**config.mk**
```make
export PLATFORM = sky130hd
export DESIGN_NAME = hsv_adjust_pipe_flat
export DESIGN_NICKNAME = d
export VERILOG_FILES = /design/src/rtl/hsv_adjust_pipe_if.sv /design/src/rtl/hsv_adjust_pipe.sv /design/src/flat_wrapper.sv
export SDC_FILE = /design/constraint.sdc
export NUM_CORES = 1
export LEC_CHECK = 0
export BUFFER_PORTS_ARGS = -buffer_cell sky130_fd_sc_hd__buf_2
export CAP_MARGIN = 10
export CORE_UTILIZATION = 35
export DETAILED_ROUTE_END_ITERATION = 8
export SKIP_CTS_REPAIR_TIMING = 1
export SLEW_MARGIN = 20
export SYNTH_ARGS = -nofsm -noshare
export SYNTH_HDL_FRONTEND = slang
export SYNTH_SLANG_ARGS = --single-unit
```
**constraint.sdc**
```tcl
create_clock -name clk -period 15.33 [get_ports clk]
set_clock_uncertainty 0.1 [all_clocks]
set_input_delay 1.533 -clock clk [delete_from_list [all_inputs] [get_ports clk]]
set_output_delay 1.533 -clock clk [all_outputs]
set_load 0.01 [all_outputs]
```
**src/rtl/hsv_adjust_pipe_if.sv**
```systemverilog
// rtl/hsv_adjust_pipe_if.sv - pixel stream bundle (HSV in, adjusted HSV out) for hsv_adjust_pipe
interface hsv_adjust_pipe_if #(
    parameter int H_W = 9,
    parameter int S_W = 11,
    parameter int V_W = 8
);
    logic           in_valid;
    logic           in_sof;
    logic [H_W-1:0] H_in;
    logic [S_W-1:0] S_in;
    logic [V_W-1:0] V_in;

    logic           out_valid;
    logic           out_sof;
    logic [H_W-1:0] H_out;
    logic [S_W-1:0] S_out;
    logic [V_W-1:0] V_out;

    modport master (
        output in_valid, in_sof, H_in, S_in, V_in,
        input  out_valid, out_sof, H_out, S_out, V_out
    );

    modport slave (
        input  in_valid, in_sof, H_in, S_in, V_in,
        output out_valid, out_sof, H_out, S_out, V_out
    );
endinterface

```
**src/rtl/hsv_adjust_pipe.sv**
```systemverilog
// rtl/hsv_adjust_pipe.sv - 4-stage HSV adjust: hue rotate mod H_MAX, S/V signed percent gain with clamp
module hsv_adjust_pipe #(
    parameter int H_W      = 9,
    parameter int S_W      = 11,
    parameter int V_W      = 8,
    parameter int H_MAX    = 360,
    parameter int RECIP    = 1311,
    parameter int RECIP_SH = 17
) (
    input  logic                 clk,
    input  logic                 reset_n,
    hsv_adjust_pipe_if.slave     pix,
    input  logic [8:0]           control_H,
    input  logic [8:0]           control_S,
    input  logic [8:0]           control_V,
    input  logic                 bypass
);
    localparam int RW    = $clog2(RECIP + 1);
    localparam int PS_W  = S_W + 8;
    localparam int PV_W  = V_W + 8;
    localparam int PSR_W = PS_W + RW;
    localparam int PVR_W = PV_W + RW;
    localparam int DS_W  = PSR_W - RECIP_SH;
    localparam int DV_W  = PVR_W - RECIP_SH;
    localparam int ES_W  = ((DS_W > S_W) ? DS_W : S_W) + 1;
    localparam int EV_W  = ((DV_W > V_W) ? DV_W : V_W) + 1;
    localparam logic [S_W-1:0] S_MAX = '1;
    localparam logic [V_W-1:0] V_MAX = '1;

    // Frame-atomic control set; loaded only by a valid start-of-frame pixel
    logic [8:0] act_h, act_s, act_v;
    logic       act_byp;

    logic       load;
    logic [8:0] sel_h, sel_s, sel_v;
    logic       sel_byp;
    logic [H_W-1:0] sel_mh;

    logic           s1_valid, s1_sof, s1_nh, s1_ns, s1_nv, s1_byp;
    logic [H_W-1:0] s1_h, s1_mh;
    logic [S_W-1:0] s1_s;
    logic [V_W-1:0] s1_v;
    logic [7:0]     s1_ms, s1_mv;

    logic            s2_valid, s2_sof, s2_nh, s2_ns, s2_nv, s2_byp;
    logic [H_W-1:0]  s2_h, s2_mh;
    logic [S_W-1:0]  s2_s;
    logic [V_W-1:0]  s2_v;
    logic [PS_W-1:0] s2_ps;
    logic [PV_W-1:0] s2_pv;

    logic            s3_valid, s3_sof, s3_ns, s3_nv, s3_byp;
    logic [H_W-1:0]  s3_h, s3_hadj;
    logic [S_W-1:0]  s3_s;
    logic [V_W-1:0]  s3_v;
    logic [DS_W-1:0] s3_ds;
    logic [DV_W-1:0] s3_dv;

    logic [PSR_W-1:0] prod_s;
    logic [PVR_W-1:0] prod_v;
    logic [H_W:0]     h_sum;
    logic [H_W-1:0]   h_next;
    logic [ES_W-1:0]  es, ed, es_sum;
    logic [EV_W-1:0]  ev, edv, ev_sum;
    logic [S_W-1:0]   s_next;
    logic [V_W-1:0]   v_next;

    always_comb begin
        load    = pix.in_valid & pix.in_sof;
        sel_h   = load ? control_H : act_h;
        sel_s   = load ? control_S : act_s;
        sel_v   = load ? control_V : act_v;
        sel_byp = load ? bypass    : act_byp;
        sel_mh  = H_W'(32'(sel_h[7:0]) % H_MAX);
    end

    // Stage-3 helpers: reciprocal divide-by-100 and hue wrap
    always_comb begin
        prod_s = PSR_W'(s2_ps) * PSR_W'(RECIP);
        prod_v = PVR_W'(s2_pv) * PVR_W'(RECIP);
        h_sum  = '0;
        h_next = s2_h;
        if ({1'b0, s2_h} < (H_W+1)'(H_MAX)) begin
            if (!s2_nh) begin
                h_sum = {1'b0, s2_h} + {1'b0, s2_mh};
                if (h_sum >= (H_W+1)'(H_MAX))
                    h_sum = h_sum - (H_W+1)'(H_MAX);
            end else if (s2_h < s2_mh) begin
                h_sum = {1'b0, s2_h} + (H_W+1)'(H_MAX) - {1'b0, s2_mh};
            end else begin
                h_sum = {1'b0, s2_h} - {1'b0, s2_mh};
            end
            h_next = H_W'(h_sum);
        end
    end

    // Stage-4 helpers: signed add with two-sided clamp
    always_comb begin
        es     = ES_W'(s3_s);
        ed     = ES_W'(s3_ds);
        es_sum = es + ed;
        ev     = EV_W'(s3_v);
        edv    = EV_W'(s3_dv);
        ev_sum = ev + edv;
        if (s3_ns)
            s_next = (ed > es) ? '0 : S_W'(es - ed);
        else
            s_next = (es_sum > ES_W'(S_MAX)) ? S_MAX : S_W'(es_sum);
        if (s3_nv)
            v_next = (edv > ev) ? '0 : V_W'(ev - edv);
        else
            v_next = (ev_sum > EV_W'(V_MAX)) ? V_MAX : V_W'(ev_sum);
    end

    always_ff @(posedge clk or negedge reset_n) begin
        if (!reset_n) begin
            act_h <= '0; act_s <= '0; act_v <= '0; act_byp <= 1'b0;
            s1_valid <= 1'b0; s1_sof <= 1'b0; s1_nh <= 1'b0; s1_ns <= 1'b0;
            s1_nv <= 1'b0; s1_byp <= 1'b0; s1_h <= '0; s1_mh <= '0;
            s1_s <= '0; s1_v <= '0; s1_ms <= '0; s1_mv <= '0;
            s2_valid <= 1'b0; s2_sof <= 1'b0; s2_nh <= 1'b0; s2_ns <= 1'b0;
            s2_nv <= 1'b0; s2_byp <= 1'b0; s2_h <= '0; s2_mh <= '0;
            s2_s <= '0; s2_v <= '0; s2_ps <= '0; s2_pv <= '0;
            s3_valid <= 1'b0; s3_sof <= 1'b0; s3_ns <= 1'b0; s3_nv <= 1'b0;
            s3_byp <= 1'b0; s3_h <= '0; s3_hadj <= '0; s3_s <= '0; s3_v <= '0;
            s3_ds <= '0; s3_dv <= '0;
            pix.out_valid <= 1'b0; pix.out_sof <= 1'b0;
            pix.H_out <= '0; pix.S_out <= '0; pix.V_out <= '0;
        end else begin
            if (load) begin
                act_h   <= control_H;
                act_s   <= control_S;
                act_v   <= control_V;
                act_byp <= bypass;
            end

            // A set sign bit with zero magnitude is +0
            s1_valid <= pix.in_valid;
            s1_sof   <= pix.in_sof;
            s1_h     <= pix.H_in;
            s1_s     <= pix.S_in;
            s1_v     <= pix.V_in;
            s1_mh    <= sel_mh;
            s1_nh    <= sel_h[8] & (|sel_mh);
            s1_ms    <= sel_s[7:0];
            s1_ns    <= sel_s[8] & (|sel_s[7:0]);
            s1_mv    <= sel_v[7:0];
            s1_nv    <= sel_v[8] & (|sel_v[7:0]);
            s1_byp   <= sel_byp;

            s2_valid <= s1_valid;
            s2_sof   <= s1_sof;
            s2_h     <= s1_h;
            s2_mh    <= s1_mh;
            s2_nh    <= s1_nh;
            s2_s     <= s1_s;
            s2_v     <= s1_v;
            s2_ns    <= s1_ns;
            s2_nv    <= s1_nv;
            s2_byp   <= s1_byp;
            s2_ps    <= PS_W'(s1_s) * PS_W'(s1_ms);
            s2_pv    <= PV_W'(s1_v) * PV_W'(s1_mv);

            s3_valid <= s2_valid;
            s3_sof   <= s2_sof;
            s3_h     <= s2_h;
            s3_hadj  <= h_next;
            s3_s     <= s2_s;
            s3_v     <= s2_v;
            s3_ns    <= s2_ns;
            s3_nv    <= s2_nv;
            s3_byp   <= s2_byp;
            s3_ds    <= DS_W'(prod_s >> RECIP_SH);
            s3_dv    <= DV_W'(prod_v >> RECIP_SH);

            pix.out_valid <= s3_valid;
            pix.out_sof   <= s3_sof;
            pix.H_out     <= s3_byp ? s3_h : s3_hadj;
            pix.S_out     <= s3_byp ? s3_s : s_next;
            pix.V_out     <= s3_byp ? s3_v : v_next;
        end
    end
endmodule

```
**src/flat_wrapper.sv**
```systemverilog
// flat-port wrapper written by rule: the top's interface ports become plain ports
module hsv_adjust_pipe_flat 
#(
    parameter int H_W      = 9,
    parameter int S_W      = 11,
    parameter int V_W      = 8,
    parameter int H_MAX    = 360,
    parameter int RECIP    = 1311,
    parameter int RECIP_SH = 17
)
  (clk, reset_n, control_H, control_S, control_V, bypass, pix_in_valid, pix_in_sof, pix_H_in, pix_S_in, pix_V_in, pix_out_valid, pix_out_sof, pix_H_out, pix_S_out, pix_V_out);
  hsv_adjust_pipe_if #(.H_W(H_W), .S_W(S_W), .V_W(V_W)) pix_i ();
  input  logic clk;
  input  logic reset_n;
  input  logic [8:0] control_H;
  input  logic [8:0] control_S;
  input  logic [8:0] control_V;
  input  logic bypass;
  input wire logic [$bits(pix_i.in_valid)-1:0] pix_in_valid;
  input wire logic [$bits(pix_i.in_sof)-1:0] pix_in_sof;
  input wire logic [$bits(pix_i.H_in)-1:0] pix_H_in;
  input wire logic [$bits(pix_i.S_in)-1:0] pix_S_in;
  input wire logic [$bits(pix_i.V_in)-1:0] pix_V_in;
  output wire logic [$bits(pix_i.out_valid)-1:0] pix_out_valid;
  output wire logic [$bits(pix_i.out_sof)-1:0] pix_out_sof;
  output wire logic [$bits(pix_i.H_out)-1:0] pix_H_out;
  output wire logic [$bits(pix_i.S_out)-1:0] pix_S_out;
  output wire logic [$bits(pix_i.V_out)-1:0] pix_V_out;
  assign pix_i.in_valid = pix_in_valid;
  assign pix_i.in_sof = pix_in_sof;
  assign pix_i.H_in = pix_H_in;
  assign pix_i.S_in = pix_S_in;
  assign pix_i.V_in = pix_V_in;
  assign pix_out_valid = pix_i.out_valid;
  assign pix_out_sof = pix_i.out_sof;
  assign pix_H_out = pix_i.H_out;
  assign pix_S_out = pix_i.S_out;
  assign pix_V_out = pix_i.V_out;
  hsv_adjust_pipe #(.H_W(H_W), .S_W(S_W), .V_W(V_W), .H_MAX(H_MAX), .RECIP(RECIP), .RECIP_SH(RECIP_SH)) u_core (.clk(clk), .reset_n(reset_n), .pix(pix_i), .control_H(control_H), .control_S(control_S), .control_V(control_V), .bypass(bypass));
endmodule
```
# After elaboration in Yosys (flattened, before gate mapping)
# Cells that the tools add are included.
[totals] regBits=259 latchBits=0 ram_bits=0 mem_bits_ro=0 inputBits=60 output_inout_bits=30 n_memories=0
[classes] n_addsub=9 mul=4 n_div=1 order_cmp=7 n_eq_ne=0 n_shift=0 muxes=16 bitwise_logic=4 reduce_logical=3
[ops] op="$mux 9" n=8
[ops] op="$mux 11" n=4
[ops] op="$mod 8x9->32 const B" n=1
[ops] op="$mux 8" n=4
[ops] op="$mul 19x11->30 const B" n=1
[ops] op="$mul 16x11->27 const B" n=1
[ops] op="$mul 11x8->19" n=1
[ops] op="$sub 9x9->9" n=2
[ops] op="$mul 8x8->16" n=1
[ops] op="$reduce_or 8->1" n=2
[ops] op="$add 11x13->14" n=1
[ops] op="$gt 14x11->1 const B" n=1
[ops] op="$gt 13x11->1" n=1
[ops] op="$add 8x10->11" n=1
[ops] op="$gt 11x8->1 const B" n=1
[ops] op="$sub 11x11->11" n=1
[ops] op="$add 9x9->10" n=1
[ops] op="$ge 10x9->1 const B" n=1
[ops] op="$gt 10x8->1" n=1
[ops] op="$add 9x9->9 const B" n=1
[ops] op="$lt 9x9->1" n=1
[ops] op="$lt 9x9->1 const B" n=1
[ops] op="$reduce_or 9->1" n=1
[ops] op="$sub 9x9->9 const B" n=1
[ops] op="other kinds (2)" n=5

# Depth between registers and ports, before layout
# Gate-level depths: netlist (run 1).
[depth] ltp_word=5 ltp_mapped=20

# Least setup slack after synthesis (run 1)
# Ideal clock, no wire load.
[synth_timing] path_type="flip-flop to flip-flop" startpoint="register u_core.s2_pv[13]" endpoint="register u_core.s3_dv[9]" setup_time_ps=80 arrival_time_ps=4837 path_slack_ps=10313 stages_incl_launch_ff=17 n_path_buf=0 period_less_slack_ps=5017 path_cell_list="dfrtp_1 fa_1 ha_1 fa_1 fa_1 inv_1 fa_1 inv_1 ha_1 a21o_1 a21oi_1 nor2b_1 o41a_1 o31a_1 a311o_1 a21oi_1 xnor2_1"
[synth_via] elab_chain_len=1
[synth_rtl] element="start, declared" line_no="hsv_adjust_pipe.sv:50" rtl="logic [PV_W-1:0] s2_pv;"
[synth_rtl] element="start signal, assigned" line_no="hsv_adjust_pipe.sv:162" rtl="s2_pv <= PV_W'(s1_v) * PV_W'(s1_mv);"
[synth_rtl] element="$mul 16x11->27" line_no="hsv_adjust_pipe.sv:80" rtl="prod_v = PVR_W'(s2_pv) * PVR_W'(RECIP);"
[synth_rtl] element="net u_core.prod_v[26]" line_no="hsv_adjust_pipe.sv:60" rtl="logic [PVR_W-1:0] prod_v;"
[synth_rtl] element="end signal, assigned" line_no="hsv_adjust_pipe.sv:174" rtl="s3_dv <= DV_W'(prod_v >> RECIP_SH);"
[synth_rtl] element="end, declared" line_no="hsv_adjust_pipe.sv:57" rtl="logic [DV_W-1:0] s3_dv;"
# The timed path passes the listed nets, and every way through them passes these cells.
# A chain may end at the register's enable or synchronous reset.

# Final worst setup path (run 1)
# Same ends and word-level chain as after synthesis.

==> results of run 1 <==
registers in the layout, summed over array words and instances (netlist names), 10 cells and up:
register and flops:
u_core.s3_ds 13, u_core.s1_s 11, u_core.s2_pv 16, u_core.s2_s 11, u_core.s3_dv 10, u_core.s3_s 11
u_core.s2_ps 19, u_core.pix.S_out 11
routing by layer:
layer | global-route usage | wire length [µm] | vias to the layer above | share of wire
met1 | 0.201 | 22600 | 7489 | 0.48
li1 | - | - | 7484 | -
met2 | 0.247 | 21700 | 220 | 0.46
met4 | 0.0312 | 951 | 2 | 0.020
met5 | 0 | 13 | - | 0.00028
met3 | 0.0252 | 1930 | 67 | 0.041
cells in the final DEF, fill, tap and decap left out, drive strengths merged, types with 10 or more instances in the layout:
master	count
ha	370
nand2b	16
clkinv	10
fa	239
dfrtp	233
or3	15
a21oi	76
o31ai	11
nand2	93
a21o	20
clkbuf	35
a211oi	12
o21bai	10
o211ai	15
nor3	37
a31oi	15
o21ai	45
inv	511
xnor2	41
nor2b	21
and2	122
xor2	14
nor4	16
mux2	38
buf	95
nand3	27
nor2	85
o21a	17
how the worst max path moves through the flow:
stage | startpoint | to | slack [ps]
6_report | u_core.s2_pv[13] | u_core.s3_dv[9] | 10010
5_1_grt | u_core.s2_ps[7] | u_core.s3_ds[11] | 9620
4_1_cts | u_core.s2_ps[7] | u_core.s3_ds[12] | 9970
3_5_place_dp | u_core.s2_ps[7] | u_core.s3_ds[12] | 9950
3_3_place_gp | u_core.s2_ps[6] | u_core.s3_ds[12] | 10010
2_1_floorplan | u_core.s2_pv[13] | u_core.s3_dv[9] | 10310
cell families (layout without fill, tap and decap cells):
logic type	Yosys count	count (layout)
fa+ha+maj	609	609
simple gates	469	469
mux	46	46
buf+inv	547	657
compound gates	304	304
other cells	0	1
flops	233	233
xor+xnor	55	55
through the flow:
stage / cell area, µm² / utilization / hold slack, ps
2_1_floorplan: 22900 / - / 231
3_3_place_gp: 24300 / 0.377 / 233
3_5_place_dp: 24300 / 0.377 / 235
4_1_cts: 25300 / 0.392 / 221
5_1_grt: 25300 / 0.392 / 237
6_report: 25300 / 0.393 / 235
worst max-delay path, cell delays in order, from the launching register on:
cell and delay (ps):
dfrtp_1 560, fa_1 490, ha_1 320, fa_1 470
fa_1 540, inv_1 50, fa_1 530, inv_1 40
ha_1 350, a21o_1 200, a21oi_1 150, nor2b_1 90
o41a_1 350, o31a_1 280, a311o_1 390, a21oi_1 180
xnor2_1 130
final cells by class:
class	count	area (µm²)	share of cell area
multi-input combinational	1483	15000	0.592
tap	855	1070	0.0423
inverter	510	1910	0.0757
antenna	1	2.50	0.0000989
clock inverter	17	241	0.00954
timing repair buffer	95	500	0.0198
sequential	233	5830	0.230
clock buffer	35	767	0.0303
==> results.toml, run 1 <==
[clock_network]
worst_skew_pair.late_latency_ps = 560
cts-root-buf = "clkbuf_16"
cts_tree = "yes"
htreeDepth = 1
clock-sinks = 233
clk_pin_slew_worst_paths_ps = 60
clockBufferDepth = 3
cts_made_buffers = 28

[place]
io_buffers = 89
place.gp.congestion = 0.882
dpl.hpwl_um = 38900
place_inst = 3176
post-place-ws_ps = 9950

[worst_hold_path]
hold_end = "u_core.s3_s[9]"
hp-class = "flop to flop"
min_path_cells = 0
worst_hold_startpoint = "u_core.s2_s[9]"

[critical_path]
path_max_fanout = 7
arrival_ps = 5710
end_kind = "flop"
worst_r2r_endpoint = "u_core.s3_dv[9]"
reg2reg_slack_ps = 10010
crit_type = "flop to flop"
r2r_cells = 16
reg2reg_from = "u_core.s2_pv[13]"
startpoint_type = "flop"
worstPathRequired_ps = 15720

[timing]
final-max-slew-violation-count = 0
rsz0062_at_grt = "no"
finalHoldViolCount = 0
layout_setup_ws_ps = 10010
fmaxAchievable_ghz = 0.188
fin_crit_sh = 0.347
setup_viol = 0
relSlewSlack = 0.408
setup_tns_ps = 0
worst-slew-pin-transition_ps = 889
timing.final.crit_period_ps = 5320

[yosys]
yosys-mux-area-fraction = 0.0224
postSynthCellCount = 2263
async_flop_share = 1.00
ys_warn_count = 0
yosys.area_share.simple = 0.108
yosys.area_share.adder = 0.412
synth_top_area_frac = 0.255
yosysUniqueCellTypes = 80
synth_top_area_cell = "dfrtp_1"
syn-num-nets = 2932
synth_edf_count = 0
synth_area_per_cell_um2 = 10.1
ys_top_cells_by_count = "inv_1 (509), ha_1 (370), fa_1 (239)"
synth-compound-area-share = 0.0918
synth-xor-area-share = 0.0214
synth_top_cells_by_area = "dfrtp_1 (25%), fa_1 (21%), ha_1 (20%)"
synth_seq_area_share = 0.255
synth_area_um2 = 22900
yosys.cell_count.top_type = "inv_1"
synth_top_family_by_area = "adder cells"
ys_ff_latch = 233
ys.flop_type = "dfrtp_1"

[routing]
first_iter_violations = 484
dr.pass1.iters = 5
ant_nets = 0
avgViaCountPerCell = 4.73
post_drt_wl_per_cell_um = 14.6
postRouteWirelength_um = 47100
drcViolationCount = 0
via_count = 15300

[die]
core_area_um2 = 64500
num_rows = 93
die_y_um = 258
start_util = 0.355
die_w_um = 258
dieArea_um2 = 66400
io_pins = 90

[global_routing]
grt_max_degree = 96
track_usage = 0.148
antenna_found_initial = 1
grt_pass1_wl_um = 81500
grt.overflow.total = 0
grt_pass1_vias = 16400

[cells_and_area]
final_nets = 3020
layout.cells.non_filler = 3229
fill_cells = 6356
syn_to_final_growth_pct = 10.7
drive_above_1_share = 0.0860

[run_status]
status = "completed"

[run]
max_cap_violations = 0
Power of run 1 is not shown: default switching activity piles up to over one toggle a cycle in this logic, so the estimate is an artifact.
==> run 2, diff against run 1 <==
==> constraint.sdc (replaced) <==
create_clock -name clk -period 4.9 [get_ports clk]
set_clock_uncertainty 0.1 [all_clocks]
set_input_delay 0.49 -clock clk [delete_from_list [all_inputs] [get_ports clk]]
set_output_delay 0.49 -clock clk [all_outputs]
set_load 0.01 [all_outputs]
==> run 2 against run 1 <==
  * The run now ends with negative setup slack left
  * First-iteration DRC count up 12%
  * Global-route usage is 0.066 points higher
  * Design area is 6.0% higher
  * Critical endpoint is now u_core.s3_ds[12]
  * Largest cell class unchanged
  * Highest routed layer unchanged
==> results.toml, run 2 (synthesis gave the netlist of run 1 again) <==
[critical_path]
end_kind = "flop"
worstPathRequired_ps = 5260
path_cells = "inv_2, fa_2, inv_1, ha_1, inv_1, fa_1, inv_1, fa_1, inv_1, fa_1, inv_1, ha_4, and3_4, a221oi_4, o21ai_2, a2111o_1, nand2_2, o211ai_1, buf_4, a21o_1, a211oi_2"
path_common_cell = "inv_1"
crit_type = "flop to flop"
path_max_fanout = 4
cpPeakStageDelay_ps = 530
startpoint_type = "flop"
arrival_ps = 5360
slowest_stage = "fa_1"

[die]
die_w_um = 258
die_y_um = 258
num_rows = 93
dieArea_um2 = 66400
start_util = 0.355
io_pins = 90
core_area_um2 = 64500

[timing]
worst-slew-pin-transition_ps = 1020
layout_setup_ws_ps = -94.6
fin_crit_sh = 1.02
timing.final.crit_period_ps = 4990
final-max-slew-violation-count = 0
finalHoldViolCount = 0
fmaxAchievable_ghz = 0.200
setup_viol = 3
rsz0062_at_grt = "yes"
hold_ws_ps = 82.3
relSlewSlack = 0.322

[run_status]
status = "finished, violations left"
violations = "negative setup slack"

[routing]
drcViolationCount = 0
postRouteWirelength_um = 48800
avgViaCountPerCell = 4.71
via_count = 15900
post_drt_wl_per_cell_um = 14.5
dr.pass1.iters = 4
first_iter_violations = 540
ant_nets = 0

[global_routing]
antenna_found_initial = 5
track_usage = 0.148
grt_pass1_wl_um = 82000
grt_pass1_vias = 16800
grt.overflow.total = 0
grt_max_degree = 96

[cells_and_area]
fill_cells = 6206
drive_above_1_share = 0.159
layout_common_cells = "inv_1 (497), ha_1 (350), fa_1 (233)"
final_common_cell = "inv_1"
top_register = "u_core.s2_ps"
final_area_um2 = 26800
top_regs = "u_core.s2_ps x19, u_core.s2_pv x16, u_core.s3_ds x13"
final_nets = 3156
syn_to_final_growth_pct = 17.3
largest_reg_flops = 19
n_antenna_cell = 0

[place]
dpl.hpwl_um = 40200
place.gp.congestion = 0.889
dpl_cell_area_um2 = 24900
io_buffers = 89

[clock_network]
worst_skew_pair.late_latency_ps = 560
cts_tree = "yes"
clk_pin_slew_worst_paths_ps = 60
cts_made_buffers = 28
htreeDepth = 1
clock-sinks = 233
clockBufferDepth = 3
cts-root-buf = "clkbuf_16"

[run]
max_cap_violations = 0

[worst_hold_path]
hp-class = "input pin to flop"
[run 2: cell types whose count changed in the layout (fill, tap and decap cells not counted), sizes merged]
cell	change
buf	+105
clkinvlp	+3
dlygate4sd3	+31
clkinv	-3
diode	-1
inv	+1
clkbuf	-1
[run 2: layout make-up]
| class | instances | area [µm²] | area share |
|---|---|---|---|
| multi-input combinational | 1483 | 15300 | 0.572 |
| clock inverter | 18 | 255 | 0.00951 |
| sequential | 233 | 5860 | 0.218 |
| clock buffer | 34 | 763 | 0.0284 |
| timing repair buffer | 231 | 1630 | 0.0606 |
| tap | 855 | 1070 | 0.0399 |
| inverter | 510 | 1910 | 0.0713 |
[run 2: worst max-delay path, delay by kind of cell, from the launching register on]
kind | cells | cell delay (ps)
flip-flops | 1 | 420
AO/OA/AOI/OAI | 6 | 1290
buffers and inverters | 7 | 550
adder cells (fa/ha/maj) | 6 | 2260
AND/OR/NAND/NOR | 2 | 270
[run 2: per-stage QoR]
step,instances,setup slack (ps),utilization,TNS (ps)
2_1_floorplan,2263,8.29,-,0
4_1_cts,3312,-380,0.403,-2670
5_1_grt,3364,-236,0.416,-1410
3_5_place_dp,3260,-305,0.387,-2260
6_report,3364,-94.6,0.416,-167
3_3_place_gp,3260,-183,0.387,-921
[run 2: worst paths after layout]
path	endpoint	start	cells after the start	slack (ps)
worst max register to register	u_core.s3_ds[12]	u_core.s2_ps[6]	21	-90
worst min register to register	u_core.s3_byp	u_core.s2_byp	0	250
worst min-delay path	u_core.act_v[1]	control_V[1]	2	80
max in group asynchronous	u_core.s2_h[6]	reset_n	3	3180
worst max-delay path	u_core.s3_ds[12]	u_core.s2_ps[6]	21	-90
min in group asynchronous	u_core.pix.V_out[2]	reset_n	2	410
[run 2: routing by layer]
layer / global-route usage / share of wire / wire (µm) / vias up
li1: - / - / - / 7769
met1: 0.199 / 0.47 / 23000 / 7726
met2: 0.254 / 0.47 / 23100 / 270
met3: 0.0202 / 0.034 / 1680 / 80
met4: 0.0335 / 0.021 / 1020 / 6
met5: 0 / 0.00080 / 39 / -
Power of run 2 is left out for the same reason.
==> run 3, diff against run 2 <==
==> constraint.sdc (replaced) <==
create_clock -name clk -period 4.9 [get_ports clk]
set_clock_uncertainty 0.1 [all_clocks]
set_input_delay 0.98 -clock clk [delete_from_list [all_inputs] [get_ports clk]]
set_output_delay 0.98 -clock clk [all_outputs]
set_load 0.01 [all_outputs]
==> run 3 against run 2 <==
  * The flow still finishes with violations (negative setup slack)
  * Utilization is 0.67 points lower
  * Sequential share of layout area increased by 0.37 points
  * Register-to-register slack gained 60 ps
  * Hold slack gained 160 ps
  * Sequential cell count did not move
  * Global-route usage decreased by 0.12 points
  * Critical path depth fell by 5
  * Design area fell by 1.6%
  * Largest cell class unchanged
==> results.toml, run 3 (synthesis gave the netlist of run 1 again) <==
[die]
die_y_um = 258
num_rows = 93
io_pins = 90
start_util = 0.355
die_w_um = 258
core_area_um2 = 64500
dieArea_um2 = 66400

[clock_network]
clock-sinks = 233
cts_tree = "yes"
htreeDepth = 1
clk_pin_slew_worst_paths_ps = 60
clockBufferDepth = 3
cts-root-buf = "clkbuf_16"
worst_skew_pair.late_latency_ps = 570
cts_made_buffers = 28

[cells_and_area]
top_regs = "u_core.s2_ps x19, u_core.s2_pv x16, u_core.s3_ds x13"
top_register = "u_core.s2_ps"
multi_input_area_um2 = 15300
final_nets = 3131
drive_above_1_share = 0.155
fill_cells = 6224
final_area_um2 = 26400
largest_reg_flops = 19
n_antenna_cell = 0
layout_common_cells = "inv_1 (502), ha_1 (356), fa_1 (237)"
syn_to_final_growth_pct = 15.4
final_common_cell = "inv_1"
regArea_um2 = 5860

[critical_path]
path_cells = "fa_1, ha_1, fa_1, fa_1, inv_1, fa_1, inv_1, ha_1, a21o_1, a21oi_2, nor2b_1, o41a_1, o31a_1, a311o_1, a21oi_2, xnor2_1"
cp_top_family = "adder cells"
end_kind = "flop"
path_common_cell = "fa_1"
slowest_stage = "fa_1"
path_max_fanout = 4
r2r_cells = 16
worstPathRequired_ps = 5280
crit_type = "flop to flop"
cpPeakStageDelay_ps = 540
arrival_ps = 5310
worst-path-buf-inv = 2
reg2reg_from = "u_core.s2_pv[11]"
reg2reg_slack_ps = -30
worst_r2r_endpoint = "u_core.s3_dv[9]"
startpoint_type = "flop"

[run]
max_cap_violations = 0

[run_status]
status = "finished, violations left"
violations = "negative setup slack"

[timing]
finalHoldViolCount = 0
relSlewSlack = 0.398
timing.final.crit_period_ps = 4930
final-max-slew-violation-count = 0
rsz0062_at_grt = "yes"
worst-slew-pin-transition_ps = 894
layout_setup_ws_ps = -30.7
setup_viol = 3
fmaxAchievable_ghz = 0.203
fin_crit_sh = 1.01

[routing]
via_count = 15700
avgViaCountPerCell = 4.71
drcViolationCount = 0
dr.pass1.iters = 5
postRouteWirelength_um = 48200
first_iter_violations = 589
topRoutingLayerUsed = "met5"
met3_length_um = 1690
post_drt_wl_per_cell_um = 14.4
wl_met1_um = 22600
ant_nets = 0
wl_met2_um = 23000

[place]
dpl.hpwl_um = 40300
place.gp.congestion = 0.890
io_buffers = 89
dpl_cell_area_um2 = 25000
post-place-ws_ps = -289

[global_routing]
grt.overflow.total = 0
grt_pass1_wl_um = 81500
grt_max_degree = 112
track_usage = 0.147
antenna_found_initial = 3
grt_pass1_vias = 16700

[worst_hold_path]
hp-class = "flop to flop"
min_path_cells = 0
worst_hold_startpoint = "u_core.s1_sof"
hold_end = "u_core.s2_sof"
run 3: changes by cell type in the layout (fill, tap and decap cells not counted), moves of 4 or more:
cell and change:
clkbuf_1 +4, buf_4 +9, fa_2 -4, dlygate4sd3_1 -31, fa_1 +4, ha_1 +6
ha_4 -5, inv_1 +5, inv_2 -5
run 3: layout make-up:
| class | count | share of cell area |
|---|---|---|
| multi-input cells | 1483 | 0.578 |
| flip-flops and latches | 233 | 0.222 |
| inverters | 510 | 0.0725 |
| repair buffers | 206 | 0.0511 |
| well taps | 855 | 0.0405 |
| clock buffers | 37 | 0.0290 |
| clock inverters | 14 | 0.00649 |
run 3: worst register-to-register path: cells and delay by family (launching register included):
kind                       cells  cell delay, ps
buffers and inverters          2              90
and+or+nand+nor                1              60
adders and majority gates      6            2640
xor gates and xnor gates       1             120
AOI/OAI and AO/OA              6            1380
DFF                            1             440
run 3: stage by stage:
stage	hold WS (ps)	util	instances	setup TNS, ps
2_1_floorplan	231	-	2263	0
3_3_place_gp	232	0.388	3265	-1220
3_5_place_dp	235	0.388	3265	-2200
4_1_cts	246	0.402	3316	-1980
5_1_grt	251	0.410	3338	-1240
6_report	244	0.410	3338	-35.5
run 3: how the worst max path moves through the flow:
stage                     startpoint               end  slack [ps]  cells after the start
floorplan           u_core.s2_pv[11]   u_core.s3_dv[7]           8                     16
global placement     u_core.s2_ps[7]  u_core.s3_ds[12]        -220                     20
detailed placement   u_core.s2_ps[7]  u_core.s3_ds[11]        -290                     20
CTS                  u_core.s2_ps[7]  u_core.s3_ds[11]        -270                     20
global route        u_core.s2_pv[11]   u_core.s3_dv[9]        -210                     16
finish              u_core.s2_pv[11]   u_core.s3_dv[9]         -30                     16
run 3: layer usage:
metal	GRT usage	vias up
li1	-	7714
met1	0.195	7689
met2	0.256	257
met3	0.0188	66
met4	0.0317	4
met5	0	-
Power of run 3 is left out for the same reason.
